<file path="config.mk">
export PLATFORM = sky130hd
export DESIGN_NAME = warp_issue_unit_flat
export DESIGN_NICKNAME = d
export VERILOG_FILES = /design/src/rtl/warp_issue_unit_if.sv /design/src/rtl/warp_issue_unit.sv /design/src/flat_wrapper.sv
export SDC_FILE = /design/constraint.sdc
export NUM_CORES = 1
export LEC_CHECK = 0
export ABC_AREA = 1
export ABC_CLOCK_PERIOD_IN_PS = 2400
export CAP_MARGIN = 40
export CORE_ASPECT_RATIO = 1.75
export CORE_MARGIN = 10
export CORE_UTILIZATION = 37
export CTS_BUF_LIST = sky130_fd_sc_hd__clkbuf_2
export CTS_CLUSTER_SIZE = 20
export DETAILED_ROUTE_END_ITERATION = 8
export DONT_BUFFER_PORTS = 1
export GPL_TIMING_DRIVEN = 0
export PLACE_DENSITY_LB_ADDON = 0.1
export SKIP_CTS_REPAIR_TIMING = 1
export SYNTH_ARGS = -nofsm -noshare
export SYNTH_HDL_FRONTEND = slang
export SYNTH_SLANG_ARGS = --single-unit
</file>
<file path="constraint.sdc">
create_clock -name clk_i -period 2.4 [get_ports clk_i]
set_input_delay 0.12 -clock clk_i [delete_from_list [all_inputs] [get_ports clk_i]]
set_output_delay 0.12 -clock clk_i [all_outputs]
set_load 0.01 [all_outputs]
</file>
<file path="src/rtl/warp_issue_unit_if.sv">
// Instruction-in and issue-out handshake bundle for the warp issue stage.
// master drives instructions and consumes issues; slave is the issue unit.
interface warp_issue_unit_if #(
  parameter int unsigned NUM_LANES  = 8,
  parameter int unsigned DATA_WIDTH = 32
);
  logic                  in_valid;
  logic                  in_ready;
  logic [31:0]           in_inst;
  logic                  out_valid;
  logic                  out_ready;
  logic [3:0]            out_opcode;
  logic [4:0]            out_dst;
  logic [4:0]            out_src1;
  logic [4:0]            out_src2;
  logic [DATA_WIDTH-1:0] out_imm;
  logic [NUM_LANES-1:0]  out_mask;

  modport master (
    output in_valid, in_inst, out_ready,
    input  in_ready, out_valid, out_opcode, out_dst, out_src1, out_src2, out_imm, out_mask
  );

  modport slave (
    input  in_valid, in_inst, out_ready,
    output in_ready, out_valid, out_opcode, out_dst, out_src1, out_src2, out_imm, out_mask
  );
endinterface

</file>
<file path="src/rtl/warp_issue_unit.sv">
// Decode-and-issue stage: one-entry holding register, per-register write
// scoreboard with RAW/WAW/in-flight-limit stalls, lane-mask tagging, flush.
module warp_issue_unit #(
  parameter int unsigned NUM_LANES     = 8,
  parameter int unsigned DATA_WIDTH    = 32,
  parameter int unsigned REG_FILE_SIZE = 32,
  parameter int unsigned MAX_PENDING   = 4,
  localparam int unsigned PW           = $clog2(MAX_PENDING + 1)
) (
  input  logic                 clk_i,
  input  logic                 rst_i,
  warp_issue_unit_if.slave     io,
  input  logic                 mask_wr_i,
  input  logic [NUM_LANES-1:0] mask_in_i,
  input  logic                 wb_valid_i,
  input  logic [4:0]           wb_dst_i,
  input  logic                 flush_i,
  output logic                 err_illegal_o,
  output logic [PW-1:0]        pending_count_o,
  output logic                 busy_o
);

  localparam int unsigned RW = $clog2(REG_FILE_SIZE);

  typedef struct packed {
    logic                  valid;
    logic [3:0]            opcode;
    logic [4:0]            dst;
    logic [4:0]            src1;
    logic [4:0]            src2;
    logic [DATA_WIDTH-1:0] imm;
    logic [NUM_LANES-1:0]  mask;
    logic                  rd_src2;
    logic                  rd_dst;
    logic                  wr;
  } hold_t;

  hold_t                    hold_q, hold_d;
  logic [REG_FILE_SIZE-1:0] sb_q, sb_d;
  logic [PW-1:0]            pend_q, pend_d;
  logic [NUM_LANES-1:0]     mask_q, mask_d;
  logic                     err_q, err_d;
  logic                     busy_q, busy_d;

  logic [3:0] dec_op;
  logic [4:0] dec_dst, dec_src1, dec_src2;
  logic       dec_rd_src2, dec_rd_dst, dec_wr, dec_legal;
  logic       hazard, out_valid, in_ready, issue, accept, sb_set, wb_hit;

  function automatic logic in_range(input logic [4:0] r);
    return 32'(r) < REG_FILE_SIZE;
  endfunction

  // Field extraction and opcode class decode of the incoming instruction
  always_comb begin
    dec_op      = io.in_inst[31:28];
    dec_dst     = io.in_inst[27:23];
    dec_src1    = io.in_inst[22:18];
    dec_src2    = io.in_inst[17:13];
    dec_wr      = dec_op <= 4'd5;
    dec_rd_src2 = dec_op inside {4'd0, 4'd1, 4'd2, 4'd3, 4'd6};
    dec_rd_dst  = dec_op == 4'd2;
    dec_legal   = (dec_op <= 4'd6) && in_range(dec_src1)
                  && (!dec_rd_src2 || in_range(dec_src2))
                  && (!dec_wr || in_range(dec_dst));
  end

  // Hazard check and handshakes; src1 is read by every legal class
  always_comb begin
    hazard    = sb_q[hold_q.src1[RW-1:0]]
                || (hold_q.rd_src2 && sb_q[hold_q.src2[RW-1:0]])
                || ((hold_q.rd_dst || hold_q.wr) && sb_q[hold_q.dst[RW-1:0]])
                || (hold_q.wr && (pend_q == PW'(MAX_PENDING)));
    out_valid = hold_q.valid && !hazard;
    issue     = out_valid && io.out_ready;
    in_ready  = !flush_i && (!hold_q.valid || issue);
    accept    = io.in_valid && in_ready;
    sb_set    = issue && hold_q.wr;
    // A writeback that coincides with the issue of its own register counts as a retire
    wb_hit    = wb_valid_i && in_range(wb_dst_i)
                && (sb_q[wb_dst_i[RW-1:0]] || (sb_set && (hold_q.dst == wb_dst_i)));
  end

  always_comb begin
    hold_d = hold_q;
    sb_d   = sb_q;
    pend_d = pend_q;
    mask_d = mask_q;
    err_d  = err_q;
    if (mask_wr_i) mask_d = mask_in_i;
    if (accept && !dec_legal) err_d = 1'b1;
    if (flush_i) begin
      hold_d.valid = 1'b0;
      sb_d         = '0;
      pend_d       = '0;
    end else begin
      if (issue) hold_d.valid = 1'b0;
      if (accept && dec_legal) begin
        hold_d.valid   = 1'b1;
        hold_d.opcode  = dec_op;
        hold_d.dst     = dec_dst;
        hold_d.src1    = dec_src1;
        hold_d.src2    = dec_src2;
        hold_d.imm     = DATA_WIDTH'($signed(io.in_inst[12:0]));
        hold_d.mask    = mask_q;
        hold_d.rd_src2 = dec_rd_src2;
        hold_d.rd_dst  = dec_rd_dst;
        hold_d.wr      = dec_wr;
      end
      if (wb_hit) sb_d[wb_dst_i[RW-1:0]] = 1'b0;
      if (sb_set) sb_d[hold_q.dst[RW-1:0]] = 1'b1;
      if (sb_set && !wb_hit) pend_d = pend_q + PW'(1);
      else if (wb_hit && !sb_set && (pend_q != '0)) pend_d = pend_q - PW'(1);
    end
    busy_d = hold_d.valid || (pend_d != '0);
  end

  always_ff @(posedge clk_i) begin
    if (rst_i) begin
      hold_q <= '0;
      sb_q   <= '0;
      pend_q <= '0;
      mask_q <= '1;
      err_q  <= 1'b0;
      busy_q <= 1'b0;
    end else begin
      hold_q <= hold_d;
      sb_q   <= sb_d;
      pend_q <= pend_d;
      mask_q <= mask_d;
      err_q  <= err_d;
      busy_q <= busy_d;
    end
  end

  always_comb begin
    io.in_ready     = in_ready;
    io.out_valid    = out_valid;
    io.out_opcode   = hold_q.opcode;
    io.out_dst      = hold_q.dst;
    io.out_src1     = hold_q.src1;
    io.out_src2     = hold_q.src2;
    io.out_imm      = hold_q.imm;
    io.out_mask     = hold_q.mask;
    err_illegal_o   = err_q;
    pending_count_o = pend_q;
    busy_o          = busy_q;
  end

endmodule

</file>
<file path="src/flat_wrapper.sv">
// flat-port wrapper written by rule: the top's interface ports become plain ports
module warp_issue_unit_flat 
#(
  parameter int unsigned NUM_LANES     = 8,
  parameter int unsigned DATA_WIDTH    = 32,
  parameter int unsigned REG_FILE_SIZE = 32,
  parameter int unsigned MAX_PENDING   = 4,
  localparam int unsigned PW           = $clog2(MAX_PENDING + 1)
)
  (clk_i, rst_i, mask_wr_i, mask_in_i, wb_valid_i, wb_dst_i, flush_i, err_illegal_o, pending_count_o, busy_o, io_in_valid, io_in_inst, io_out_ready, io_in_ready, io_out_valid, io_out_opcode, io_out_dst, io_out_src1, io_out_src2, io_out_imm, io_out_mask);
  warp_issue_unit_if #(.NUM_LANES(NUM_LANES), .DATA_WIDTH(DATA_WIDTH)) io_i ();
  input  logic clk_i;
  input  logic rst_i;
  input  logic mask_wr_i;
  input  logic [NUM_LANES-1:0] mask_in_i;
  input  logic wb_valid_i;
  input  logic [4:0] wb_dst_i;
  input  logic flush_i;
  output logic err_illegal_o;
  output logic [PW-1:0] pending_count_o;
  output logic busy_o;
  input wire logic [$bits(io_i.in_valid)-1:0] io_in_valid;
  input wire logic [$bits(io_i.in_inst)-1:0] io_in_inst;
  input wire logic [$bits(io_i.out_ready)-1:0] io_out_ready;
  output wire logic [$bits(io_i.in_ready)-1:0] io_in_ready;
  output wire logic [$bits(io_i.out_valid)-1:0] io_out_valid;
  output wire logic [$bits(io_i.out_opcode)-1:0] io_out_opcode;
  output wire logic [$bits(io_i.out_dst)-1:0] io_out_dst;
  output wire logic [$bits(io_i.out_src1)-1:0] io_out_src1;
  output wire logic [$bits(io_i.out_src2)-1:0] io_out_src2;
  output wire logic [$bits(io_i.out_imm)-1:0] io_out_imm;
  output wire logic [$bits(io_i.out_mask)-1:0] io_out_mask;
  assign io_i.in_valid = io_in_valid;
  assign io_i.in_inst = io_in_inst;
  assign io_i.out_ready = io_out_ready;
  assign io_in_ready = io_i.in_ready;
  assign io_out_valid = io_i.out_valid;
  assign io_out_opcode = io_i.out_opcode;
  assign io_out_dst = io_i.out_dst;
  assign io_out_src1 = io_i.out_src1;
  assign io_out_src2 = io_i.out_src2;
  assign io_out_imm = io_i.out_imm;
  assign io_out_mask = io_i.out_mask;
  warp_issue_unit #(.NUM_LANES(NUM_LANES), .DATA_WIDTH(DATA_WIDTH), .REG_FILE_SIZE(REG_FILE_SIZE), .MAX_PENDING(MAX_PENDING)) u_core (.clk_i(clk_i), .rst_i(rst_i), .io(io_i), .mask_wr_i(mask_wr_i), .mask_in_i(mask_in_i), .wb_valid_i(wb_valid_i), .wb_dst_i(wb_dst_i), .flush_i(flush_i), .err_illegal_o(err_illegal_o), .pending_count_o(pending_count_o), .busy_o(busy_o));
endmodule
</file>
==> reports/summary.txt <==
Cell count after placement - 1035
Clk slew on worst S/H paths - 0.28 ns
Setup repair after global routing missed its margin - yes
GP Congestion - 0.937
Post-detail-place hpwl - 16.2 mm
Fin. Hold Viols - 2
Required arrival time at the worst endpoint - 2.91 ns
Synth async-reset ratio - 0%
Max_cap viols - 0
Filler Cell Count - 1445
Cell count of the worst hold path - 4
Violated checks - negative hold slack, negative setup slack
Maximum clock frequency - 379 MHz
Worst Reg2Reg Path Length in Cells - 20
Area of the die - 20100 µm²
Layout overhead on the synthesized area - 33.9%
Xor-xnor portion of the synthesized cell area - 0.322%
Slew Limit Fails - 0
DRC violations left - 0
Final antenna-violating net count - 0
Number of warning messages in the yosys log - 0
Clock latency at the later pin of the worst-skew pair - 0.60 ns
Via Count - 5993
Syn Inst Count - 854
Top delay family on crit path - simple AND/OR/NAND/NOR gates
Total global-route track usage - 19.1%
Net count after synthesis - 909
Slowest stage delay, CP - 0.52 ns
Worst min path class - in2reg
Post-route insts no fill - 1136
Boundary Pins - 118
Chain of cells forming the critical path - clkbuf_16 -> o21ai_1 -> nand2_1 -> nand3_2 -> nand3_2 -> nand2_2 -> a21oi_2 -> nand2_2 -> nor2_4 -> nand2_2 -> nand2_2 -> nand2_4 -> nor2_4 -> inv_2 -> nor2_4 -> inv_4 -> buf_8 -> buf_8 -> nor2_2 -> nor2_1
Clock tree from TritonCTS - done
Clk sinks - 89
CP Capture Type - flip-flop
Synth Area in Adders - 0.690%
Routed len/inst - 19.3 µm
Highest-delay cell along the critical path - dfxtp_4
Combinational family with the most area after synthesis - simple AND/OR/NAND/NOR gates
Endpoint of the lowest-slack register-to-register path - u_core.io.out_imm[12]
Post-layout min period - 2.64 ns
Number of synthesized register bits - 89
Max rail drop VDD - 295 µV
P_leak - 2.99 nW
Setup WS post-layout - -0.240 ns
Type of the worst setup path - reg2reg
Outcome - finished with violations
Most common flop cell mapped by yosys - dfxtp_1
Period utilisation layout - 110%
Clock buffers created by TritonCTS - 9
Maximum clock insertion buffer count - 2
Starting utilization of the core area - 37.8%
Count of buffering cells on the critical path with inverters included - 5
CP most frequent cell - nand2_2
Compound-cell area share of the yosys netlist - 16.9%
DIE HEIGHT - 180 µm
Kind of start point of the critical path - flip-flop
Total placed instance area - 5670 µm²
Hold Worst Slack - -0.225 ns
Arrival time at the worst endpoint - 3.15 ns
Number of global-route vias before repair - 5580
Top fanout value on the critical path - 10
Clock tree root driver cell - clkbuf_2
IO Port Bufs - 0
Top routing layer used - met4
Flop-to-flop setup slack - -0.24 ns
Final Setup Violations - 78
Core region area - 14400 µm²
Number of antenna violations at the first check in global routing - 1
Total detailed-routing wirelength - 21.9 mm
Maximum level of the CTS H-tree - 3
Layout cell share with drive strength beyond 1 - 26.5%
Site row count - 58
Mux contribution to synthesized area - 0%
Number of violations reported at the end of detailed-routing iteration 0 - 348
Max Clock Skew - 0.0395 ns
Headroom to the max-slew limit - 47.5%
Netlist cell types - 29
Design Area, Final - 7280 µm²
Startpoint of the lowest-slack hold path - io_in_valid
Total congestion overflow - 0
Layout net count - 1005
CP startpoint - u_core.io.out_src1[0]
Post-synthesis simple-gate area fraction - 31.3%
Syn_area_per_cell - 6.37 µm²
Count of flip-flops with a built-in enable after synthesis - 0
R2r startpoint - u_core.io.out_src1[0]
Width of the die - 112 µm
Syn Std Cell Area - 5440 µm²
Post-synthesis sequential area ratio - 32.8%
Endpoint of the worst hold-timing path - u_core.err_illegal_o
Maximum number of pins on one net before global-route repair - 22
Number of optimization iterations in the first detailed-route pass - 7
Routed wire length on met2 - 11.7 mm
Power per cell area - 428 nW/µm²
Number of vias per cell - 5.28
Wire length of the first global-routing pass - 30.6 mm
Worst Tran Pin Value - 0.785 ns
Wl on met1 - 7.49 mm
Amount of wire on met3 after detailed routing - 1.50 mm
Logic depth of the worst path, buffers included - 20
## layout make-up
class / instances / area [µm²] / area share (%)
Antenna cell: 1 / 2.50 / 0.0344
Buffer: 97 / 796 / 10.9
Clock buffer: 10 / 50.0 / 0.687
Clock inverter: 6 / 73.8 / 1.01
Inverter: 76 / 313 / 4.30
Multi-Input combinational cell: 591 / 3130 / 43.0
Sequential cell: 89 / 1800 / 24.7
Tap cell: 180 / 225 / 3.09
Timing Repair Buffer: 85 / 883 / 12.1
Timing Repair inverter: 1 / 7.51 / 0.103
## synth_stat cells (8+ instances only)
cell type / number / area share (%)
o21ai_1: 33 / 3.0
nor2_1: 56 / 3.9
buf_6: 11 / 2.3
o22ai_1: 9 / 1.0
inv_1: 67 / 4.6
buf_2: 8 / 0.74
clkbuf_1: 16 / 1.1
dfxtp_1: 89 / 33
nand2_1: 247 / 17
a21oi_1: 56 / 5.2
nor4_1: 8 / 0.92
nand3_1: 64 / 5.9
buf_4: 63 / 8.7
nor3_1: 17 / 1.6
o21ai_0: 80 / 7.4
## registers in the layout, summed over array words and instances (netlist names)
name	count
u_core.hold_q	4
u_core.io.out_opcode	4
u_core.io.out_dst	5
u_core.io.out_imm	13
u_core.busy_o	1
u_core.io.out_mask	8
u_core.mask_q	8
u_core.io.out_src2	5
u_core.err_illegal_o	1
u_core.sb_q	32
u_core.pending_count_o	3
u_core.io.out_src1	5
## through the flow
stage                     TNS [ns]  utilization, %  setup WS [ns]  power (mW)
after floorplan                  0               -          0.204        1.93
after global routing        -27.03            50.7         -0.414        3.25
after CTS                   -30.32            40.3         -0.535        2.90
after detailed placement    -27.48            39.4         -0.495        2.05
final                       -12.32            50.7         -0.240        3.11
after global placement      -26.76            39.4         -0.639        2.05
## power by group
| part | internal [mW] | leakage (nW) | switching, mW |
|---|---|---|---|
| clock | 0.262 | 0.0764 | 0.597 |
| combinational | 0.298 | 2.19 | 0.381 |
| sequential | 1.53 | 0.728 | 0.0456 |
## worst register-to-register path, stage by stage (launching register included)
cell       delay [ns]
dfxtp_4          0.52
clkbuf_16        0.18
o21ai_1          0.08
nand2_1          0.08
nand3_2          0.07
nand3_2          0.08
nand2_2          0.06
a21oi_2          0.14
nand2_2          0.08
nor2_4           0.26
nand2_2          0.09
nand2_2          0.10
nand2_4          0.06
nor2_4           0.09
inv_2            0.05
nor2_4           0.15
inv_4            0.07
buf_8            0.13
buf_8            0.15
nor2_2           0.08
nor2_1           0.04
## how the worst max path moves through the flow
stage	slack (ns)	to
final	-0.24	u_core.io.out_imm[12]
after global routing	-0.41	u_core.io.out_mask[1]
after CTS	-0.54	u_core.sb_q[27]
after detailed placement	-0.50	u_core.sb_q[26]
after global placement	-0.64	u_core.sb_q[22]
after floorplan	0.20	u_core.io.out_imm[12]
## layout by cell type, fill, tap and decap left out, types with 4 or more instances in the layout
| cell type | count |
|---|---|
| nor2_4 | 5 |
| dfxtp_1 | 81 |
| clkbuf_4 | 4 |
| buf_8 | 5 |
| o21ai_1 | 56 |
| nand4_1 | 5 |
| nor4_4 | 7 |
| o21ai_2 | 22 |
| nand3_2 | 20 |
| o22ai_1 | 9 |
| a21oi_1 | 43 |
| nor2_1 | 45 |
| clkbuf_2 | 11 |
| nand2_2 | 19 |
| nor3_1 | 17 |
| o21ai_0 | 35 |
| nor2_2 | 11 |
| nand2_1 | 227 |
| clkbuf_16 | 4 |
| nand3_1 | 43 |
| dfxtp_2 | 6 |
| dlygate4sd3_1 | 59 |
| buf_4 | 79 |
| inv_1 | 66 |
| a21oi_2 | 13 |
| buf_6 | 16 |
| clkbuf_1 | 8 |
| clkinvlp_4 | 6 |
## per-layer routing
| layer | vias up | track usage (%) |
|---|---|---|
| met5 | - | 0 |
| met2 | 254 | 35.9 |
| met4 | 0 | 10.1 |
| met1 | 2770 | 17.9 |
| met3 | 62 | 5.47 |
| li1 | 2907 | - |
## kinds of logic after synthesis
kind of cell / Yosys count
compound gates: 180
xor+xnor: 2
fa+ha+maj: 3
buf+inv: 174
flops: 89
simple gates: 406
Power figures use the tool's default switching activity.
